[config.mk]
export PLATFORM = sky130hd
export DESIGN_NAME = wd_supervisor_flat
export DESIGN_NICKNAME = d
export VERILOG_FILES = /design/src/rtl/wd_supervisor_if.sv /design/src/rtl/wd_supervisor.sv /design/src/flat_wrapper.sv
export SDC_FILE = /design/constraint.sdc
export NUM_CORES = 1
export LEC_CHECK = 0
export BUFFER_PORTS_ARGS = -buffer_cell sky130_fd_sc_hd__clkbuf_2
export CAP_MARGIN = 20
export CORE_MARGIN = 2
export CORE_UTILIZATION = 64
export DETAILED_ROUTE_END_ITERATION = 10
export PLACE_DENSITY_LB_ADDON = 0.25
export SLEW_MARGIN = 20
export SYNTH_ARGS = -nofsm -noshare
export SYNTH_HDL_FRONTEND = slang
export SYNTH_SLANG_ARGS = --single-unit
[constraint.sdc]
create_clock -name clk_1khz -period 5.07 [get_ports clk_1khz]
set_clock_uncertainty 0.2 [all_clocks]
set_input_delay 0 -clock clk_1khz [delete_from_list [all_inputs] [get_ports clk_1khz]]
set_output_delay 0 -clock clk_1khz [all_outputs]
set_load 0.02 [all_outputs]
[src/rtl/wd_supervisor_if.sv]
// wd_supervisor_if: heartbeat, control and status bundle of the motor watchdog
interface wd_supervisor_if #(parameter int N_CH = 4);
    logic            enable;
    logic [N_CH-1:0] hb_in;
    logic [N_CH-1:0] ch_mask;
    logic            fault_clr;
    logic            motor_en;
    logic            shtdwn;
    logic [N_CH-1:0] fault_ch;
    logic [1:0]      state;
    modport master (output enable, hb_in, ch_mask, fault_clr,
                    input  motor_en, shtdwn, fault_ch, state);
    modport slave  (input  enable, hb_in, ch_mask, fault_clr,
                    output motor_en, shtdwn, fault_ch, state);
endinterface

[src/rtl/wd_supervisor.sv]
// wd_supervisor: multi-channel heartbeat watchdog sequencing the motor IDLE -> ARM -> RUN -> FAULT
module wd_supervisor #(
    parameter int N_CH    = 4,
    parameter int TIMEOUT = 63,
    parameter int ARM_CYC = 16,
    parameter int HOLDOFF = 250
) (
    input logic             clk_1khz,
    input logic             rst,
    wd_supervisor_if.slave  bus
);
    typedef enum logic [1:0] {IDLE = 2'd0, ARM = 2'd1, RUN = 2'd2, FAULT = 2'd3} state_t;
    localparam int CW = $clog2(TIMEOUT);
    localparam int AW = $clog2(ARM_CYC);
    localparam int HW = $clog2(HOLDOFF);

    state_t          r_state;
    logic            r_motor_en, r_shtdwn;
    logic [N_CH-1:0] r_s1, r_s2, r_prev, r_seen, r_fault_ch;
    logic [AW-1:0]   r_arm_cnt;
    logic [HW-1:0]   r_hold_cnt;
    logic [N_CH-1:0] w_edge, w_to, w_miss;

    always_ff @(posedge clk_1khz) begin
        if (rst) begin
            r_s1   <= '0;
            r_s2   <= '0;
            r_prev <= '0;
        end else begin
            r_s1   <= bus.hb_in;
            r_s2   <= r_s1;
            r_prev <= r_s2;
        end
    end

    assign w_edge = r_s2 ^ r_prev;
    // an edge arriving on the final ARM cycle still counts as seen
    assign w_miss = bus.ch_mask & ~(r_seen | w_edge);

    for (genvar i = 0; i < N_CH; i++) begin : g_ch
        logic [CW-1:0] r_cnt;
        always_ff @(posedge clk_1khz) begin
            if (rst || r_state != RUN || w_edge[i]) r_cnt <= '0;
            else if (r_cnt != CW'(TIMEOUT - 1)) r_cnt <= r_cnt + 1'b1;
        end
        assign w_to[i] = bus.ch_mask[i] & ~w_edge[i] & (r_cnt == CW'(TIMEOUT - 1));
    end

    always_ff @(posedge clk_1khz) begin
        if (rst) begin
            r_state    <= IDLE;
            r_motor_en <= 1'b0;
            r_shtdwn   <= 1'b0;
            r_fault_ch <= '0;
            r_seen     <= '0;
            r_arm_cnt  <= '0;
            r_hold_cnt <= '0;
        end else begin
            case (r_state)
                IDLE: begin
                    if (bus.enable && |bus.ch_mask) begin
                        r_state   <= ARM;
                        r_seen    <= '0;
                        r_arm_cnt <= '0;
                    end
                end
                ARM: begin
                    r_seen    <= r_seen | w_edge;
                    r_arm_cnt <= r_arm_cnt + 1'b1;
                    if (!bus.enable) begin
                        r_state <= IDLE;
                    end else if (r_arm_cnt == AW'(ARM_CYC - 1)) begin
                        if (w_miss == '0) begin
                            r_state    <= RUN;
                            r_motor_en <= 1'b1;
                        end else begin
                            r_state    <= FAULT;
                            r_shtdwn   <= 1'b1;
                            r_fault_ch <= w_miss;
                            r_hold_cnt <= '0;
                        end
                    end
                end
                RUN: begin
                    if (|w_to) begin
                        r_state    <= FAULT;
                        r_motor_en <= 1'b0;
                        r_shtdwn   <= 1'b1;
                        r_fault_ch <= w_to;
                        r_hold_cnt <= '0;
                    end else if (!bus.enable) begin
                        r_state    <= IDLE;
                        r_motor_en <= 1'b0;
                    end
                end
                FAULT: begin
                    if (r_hold_cnt != HW'(HOLDOFF - 1)) begin
                        r_hold_cnt <= r_hold_cnt + 1'b1;
                    end else if (bus.fault_clr) begin
                        r_state    <= IDLE;
                        r_shtdwn   <= 1'b0;
                        r_fault_ch <= '0;
                    end
                end
                default: r_state <= IDLE;
            endcase
        end
    end

    assign bus.state    = r_state;
    assign bus.motor_en = r_motor_en;
    assign bus.shtdwn   = r_shtdwn;
    assign bus.fault_ch = r_fault_ch;
endmodule

[src/flat_wrapper.sv]
// flat-port wrapper written by rule: the top's interface ports become plain ports
module wd_supervisor_flat 
#(
    parameter int N_CH    = 4,
    parameter int TIMEOUT = 63,
    parameter int ARM_CYC = 16,
    parameter int HOLDOFF = 250
)
  (clk_1khz, rst, bus_enable, bus_hb_in, bus_ch_mask, bus_fault_clr, bus_motor_en, bus_shtdwn, bus_fault_ch, bus_state);
  wd_supervisor_if #(.N_CH(N_CH)) bus_i ();
  input logic clk_1khz;
  input logic rst;
  input wire logic [$bits(bus_i.enable)-1:0] bus_enable;
  input wire logic [$bits(bus_i.hb_in)-1:0] bus_hb_in;
  input wire logic [$bits(bus_i.ch_mask)-1:0] bus_ch_mask;
  input wire logic [$bits(bus_i.fault_clr)-1:0] bus_fault_clr;
  output wire logic [$bits(bus_i.motor_en)-1:0] bus_motor_en;
  output wire logic [$bits(bus_i.shtdwn)-1:0] bus_shtdwn;
  output wire logic [$bits(bus_i.fault_ch)-1:0] bus_fault_ch;
  output wire logic [$bits(bus_i.state)-1:0] bus_state;
  assign bus_i.enable = bus_enable;
  assign bus_i.hb_in = bus_hb_in;
  assign bus_i.ch_mask = bus_ch_mask;
  assign bus_i.fault_clr = bus_fault_clr;
  assign bus_motor_en = bus_i.motor_en;
  assign bus_shtdwn = bus_i.shtdwn;
  assign bus_fault_ch = bus_i.fault_ch;
  assign bus_state = bus_i.state;
  wd_supervisor #(.N_CH(N_CH), .TIMEOUT(TIMEOUT), .ARM_CYC(ARM_CYC), .HOLDOFF(HOLDOFF)) u_core (.clk_1khz(clk_1khz), .rst(rst), .bus(bus_i));
endmodule
[After elaboration in Yosys (flattened, before gate mapping)]
Cells that the tools add are included.
Word-level totals
  register bits after elaboration: 60
  input port bits: 12
  logic and storage cells: 117
Cells by class
  add/sub/neg operators: 6
  equal/unequal tests: 25
  mux-type cells: 38
  bitwise gates (word level): 16
  reduce and logical (&&, ||, !) cells: 18
Operator list (count)
  $mux W8: 5
  $mux W4: 7
  $add A6 B1 Y6 const B: 4
  $eq A6 B6 Y1 const B: 4
  $ne A6 B6 Y1 const B: 4
  $pmux W8 S3: 1
  $pmux W4 S2: 2
  $mux W2: 7
  $mux W1: 12
  $pmux W4 S3: 1
  $ne A2 B1 Y1 const B: 5
  $ne A2 B2 Y1 const B: 5
  $reduce_and A5 Y1: 2
  $add A8 B1 Y8 const B: 1
  $and A1 B1 Y1: 8
  $ne A8 B8 Y1 const B: 1
  $pmux W2 S4: 1
  $reduce_or A4 Y1: 2
  $reduce_and A7 Y1: 1
  $ne A3 B2 Y1 const B: 2
  $reduce_and A6 Y1: 1
  $logic_or A1 B1 Y1: 5
  $add A4 B1 Y4 const B: 1
  $and A4 B4 Y4: 1
  other kinds (15): 20

[Longest topological paths before layout]
  depth in word-level cells: 9
  gate-level depth with buffers: 8
  depth with buffers taken out: 7

[Worst setup path before layout]
OpenSTA, ideal clock, no wires.
  kind: register -> register
  start point: register u_core.g_ch[1].r_cnt[0]
  end point: register u_core.r_hold_cnt[1]
  setup time: 0.121 ns
  data arrival time: 1.737 ns
  data required time: 4.749 ns
  setup slack: 3.012 ns
  cell stages (with the launch flop): 8
  clock period less this slack: 2.058 ns
  path through: dfxtp_1 -> inv_1 -> ha_1 -> nand2_1 -> nor2b_1 -> a2111o_1 -> o211a_4 -> mux2_4
On the way
  word-level cells in the longest chain between the ends: 5
Ends and longest elaborated chain
  start, declared: RTL line wd_supervisor.sv:41  | logic [CW-1:0] r_cnt;
  start signal, assigned: RTL line wd_supervisor.sv:44  | else if (r_cnt != CW'(TIMEOUT - 1)) r_cnt <= r_cnt + 1'b1;
  $eq A6 B6 Y1: RTL line wd_supervisor.sv:46  | assign w_to[i] = bus.ch_mask[i] & ~w_edge[i] & (r_cnt == CW'(TIMEOUT - 1));
  $and A1 B1 Y1: RTL line wd_supervisor.sv:46
  $reduce_or A4 Y1: RTL line wd_supervisor.sv:85  | if (|w_to) begin
  $ne A2 B1 Y1 (no line)
  $reduce_and A6 Y1 (no line)
  end signal, assigned: RTL line wd_supervisor.sv:98  | r_hold_cnt <= r_hold_cnt + 1'b1;
  end, declared: RTL line wd_supervisor.sv:21  | logic [HW-1:0] r_hold_cnt;
Every way passes these cells.
A chain may end at the register's enable or synchronous reset.

[Final worst setup path]
  start point: register u_core.r_state[1], in the netlist u_core.bus.state[1]
  end point: register u_core.r_hold_cnt[4]
On the way
  word-level cells in the longest chain between the ends: 3
Ends and longest elaborated chain
  start, declared: RTL line wd_supervisor.sv:17  | state_t r_state;
  start signal, assigned: RTL line wd_supervisor.sv:51  | r_state <= IDLE;
  start signal, assigned: RTL line wd_supervisor.sv:62  | r_state <= ARM;
  start signal, assigned: RTL line wd_supervisor.sv:71  | r_state <= IDLE;
  $eq A2 B2 Y1 or $eq A2 B1 Y1 (tied branches): RTL line wd_supervisor.sv:59  | case (r_state)
  $ne A2 B1 Y1 (no line), or another cell as far along
  $reduce_and A6 Y1 (no line)
Several ways; a longest one is shown, not always the timed one.

==> run_results.csv <==
group,metric,value,unit
run_status,status,"completed",
layout,final_cell_mix,"dfxtp_1, a21oi_1, nor2_1",
power_and_ir_drop,power.total,0.876,mW
clocking,cts_num_sinks,60,
power_and_ir_drop,p_per_area,278,mW/mm^2
critical_path,critPathKind,"reg2reg",
floorplan,die-area,0.00489,sq mm
yosys,synth_ff_type,"dfxtp_1",
clocking,clockBufferDepth,2,
layout,final_area,0.00314,sq mm
placed_design,gp_congestion,0.846,
placed_design,dp_cells,363,
yosys,async_flop_share,0,
global_route,grt_first_pass_wirelength,9440,microns
floorplan,start_util,0.681,
clocking,cts-root-buf,"clkbuf_8",
sta,tightest_slew,0.850,ns
placed_design,placed_area,0.00290,sq mm
floorplan,die_h,70.0,microns
sta,fin_setup_tns,0,ns
critical_path,cpPeakStageDelay,0.66,ns
sta,setup_slack,2.72,ns
layout,final_common_cell,"dfxtp_1",
critical_path,critical_path_required,5.04,ns
critical_path,worstPathArrival,2.32,ns
detailed_routing,initialDrtViolationCount,103,
yosys,synth.cell_area,0.00278,sq mm
critical_path,cp_slowest_cell,"o311ai_1",
yosys,postSynthAreaPerCell,9.16,sq um
layout,fin_nets,357,
detailed_routing,drt_first_pass_iters,5,
sta,finalWorstPathRequiredPeriod,2.35,ns
sta,rsz0062_at_grt,"false",
floorplan,die_x,70.0,microns
layout,drive_above_1_share,0.116,
yosys,synth_edf_count,0,
global_route,grt_max_degree,46,
sta,relSlewSlack,0.433,
yosys,ys_warn_count,0,
layout,layout.cells.non_filler,385,
power_and_ir_drop,ir_worst_vdd,0.215,mV
critical_path,path_max_fanout,16,
detailed_routing,postRouteAntennaNets,0,
flow_run,drv_cap,0,
critical_path,path_cells,"nand2_1 -> o311ai_1 -> inv_1 -> a21oi_1 -> a311oi_1",
sta,setup_violations,0,
global_route,track_usage,0.241,
detailed_routing,vias,2268,
sta,slew_viol_final,0,
clocking,ctsHtreeMaxLevel,3,
floorplan,rows,23,
critical_path,start_kind,"flip-flop",
detailed_routing,wl,5540,microns
hold_path,hold_path.class,"in2reg",
power_and_ir_drop,p_leak,1.19,nW
clocking,clk_pin_slew_worst_paths,0.06,ns
yosys,synth_cells,304,
detailed_routing,routed_via_density,5.89,
yosys,synth_seq_cells,60,
sta,clock.fmax,0.426,GHz
global_route,antenna_found_initial,0,
layout,area_delta_synth_final,12.9,%
placed_design,port_buffers,19,
critical_path,endpoint_kind,"flip-flop",
yosys,yosysUniqueCellTypes,48,
clocking,numCtsBuffers,9,
yosys,ys_seq_area_frac,0.431,
detailed_routing,wl_per_cell,14.4,microns
detailed_routing,drc,0,
layout,antenna_cells,0,
floorplan,io_pins,20,
clocking,cts_tree,"yes",
clocking,postCtsSetupRepairBufs,0,
global_route,grt_pass1_vias,2093,
sta,final.period_utilization,0.463,
sta,hold_viol_final,0,
placed_design,pre_cts_ws,2.52,ns
floorplan,core,0.00409,sq mm
global_route,grt-ovfl-total,0,
placed_design,hpwl,3730,microns
clocking,clk_latency,0.33,ns
yosys,syn-num-nets,327,
-- per-layer routing --
layer / share of wire / routed length, microns / track usage / vias to the layer above
met2: 0.48 / 2680 / 0.388 / 32
met4: 0.017 / 92 / 0.115 / 0
li1: - / - / - / 1156
met1: 0.47 / 2620 / 0.307 / 1068
met3: 0.027 / 149 / 0.0519 / 12
met5: 0 / 0 / 0 / -
-- registers in the layout (all words and copies together) (netlist names) --
register             cells
u_core.bus.fault_ch      4
u_core.bus.motor_en      1
u_core.bus.shtdwn        1
u_core.bus.state         2
u_core.g_ch.r_cnt       24
u_core.r_arm_cnt         4
u_core.r_hold_cnt        8
u_core.r_prev            4
u_core.r_s1              4
u_core.r_s2              4
u_core.r_seen            4
-- layout make-up --
type	count	area [sq um]
clock buffer	12	145
fill	307	942
inverter	12	45.0
multi-input combinational	222	1500
sequential	60	1200
tap	50	62.6
timing repair buffer	29	195
-- cell usage after synthesis, types with 2 or more instances --
cell / count / area, sq um
mux2i_1: 4 / 40.0
o21ai_0: 4 / 20.0
inv_1: 12 / 45.0
xnor2_1: 10 / 87.6
and2_1: 2 / 12.5
a21oi_1: 24 / 120
a22oi_1: 3 / 22.5
ha_1: 11 / 138
nor2b_1: 15 / 93.8
nand2b_1: 10 / 62.6
nand3_1: 19 / 95.1
o31ai_1: 2 / 15.0
nor2_1: 21 / 78.8
nand4_1: 2 / 12.5
and3_1: 9 / 56.3
a211oi_1: 8 / 60.1
dfxtp_1: 60 / 1200
nor3_1: 10 / 50.1
nand3b_1: 2 / 15.0
xor2_1: 12 / 105
a31oi_1: 4 / 25.0
or3_1: 3 / 18.8
nand4b_1: 2 / 17.5
o22ai_1: 4 / 25.0
clkbuf_1: 8 / 30.0
nand2_1: 15 / 56.3
a311oi_1: 7 / 61.3
-- power by group --
part | switching, mW | internal [mW] | total [mW]
Combinational | 0.0291 | 0.0223 | 0.0514
Clock | 0.160 | 0.180 | 0.339
Sequential | 0.00594 | 0.479 | 0.485
-- critical path: cells and delay by family, from the launching register on --
family                 cells  cell delay, ns
DFF                        1            0.65
and+or+nand+nor            1            0.24
AOI/OAI and AO/OA          3            0.92
buffers and inverters      1            0.19
-- stage by stage --
stage,util,hold WS [ns]
2_1_floorplan,-,-0.0718
3_3_place_gp,0.709,0.0112
3_5_place_dp,0.709,0.0160
4_1_cts,0.769,0.197
5_1_grt,0.769,0.250
6_report,0.769,0.207
-- kinds of logic (layout without fill, tap and decap cells) --
logic type | after synthesis | count (layout) | synth area share
simple gates | 113 | 113 | 0.215
fa+ha+maj | 11 | 11 | 0.0494
mux | 5 | 5 | 0.0198
flops | 60 | 60 | 0.431
buf+inv | 22 | 53 | 0.0315
compound gates | 70 | 70 | 0.178
xor+xnor | 23 | 23 | 0.0751
-- timing repair --
action,4_1_cts,5_1_grt
hold buffers,10,0
hold endpoints to repair,11,0
gates resized for setup,0,0
-- final timing paths --
kind	startpoint	end	slack (ns)	depth (start not counted)
min	rst	u_core.r_seen[3]$_SDFFE_PP0P_	0.21	2
max reg2reg	u_core.bus.state[1]$_SDFFE_PP0P_	u_core.r_hold_cnt[4]$_SDFFE_PP0P_	2.72	5
min reg2reg	u_core.r_s1[0]$_SDFF_PP0_	u_core.r_s2[0]$_SDFF_PP0_	0.24	1
max	u_core.bus.state[1]$_SDFFE_PP0P_	u_core.r_hold_cnt[4]$_SDFFE_PP0P_	2.72	5
No activity file was read; power rests on OpenSTA's default activity.
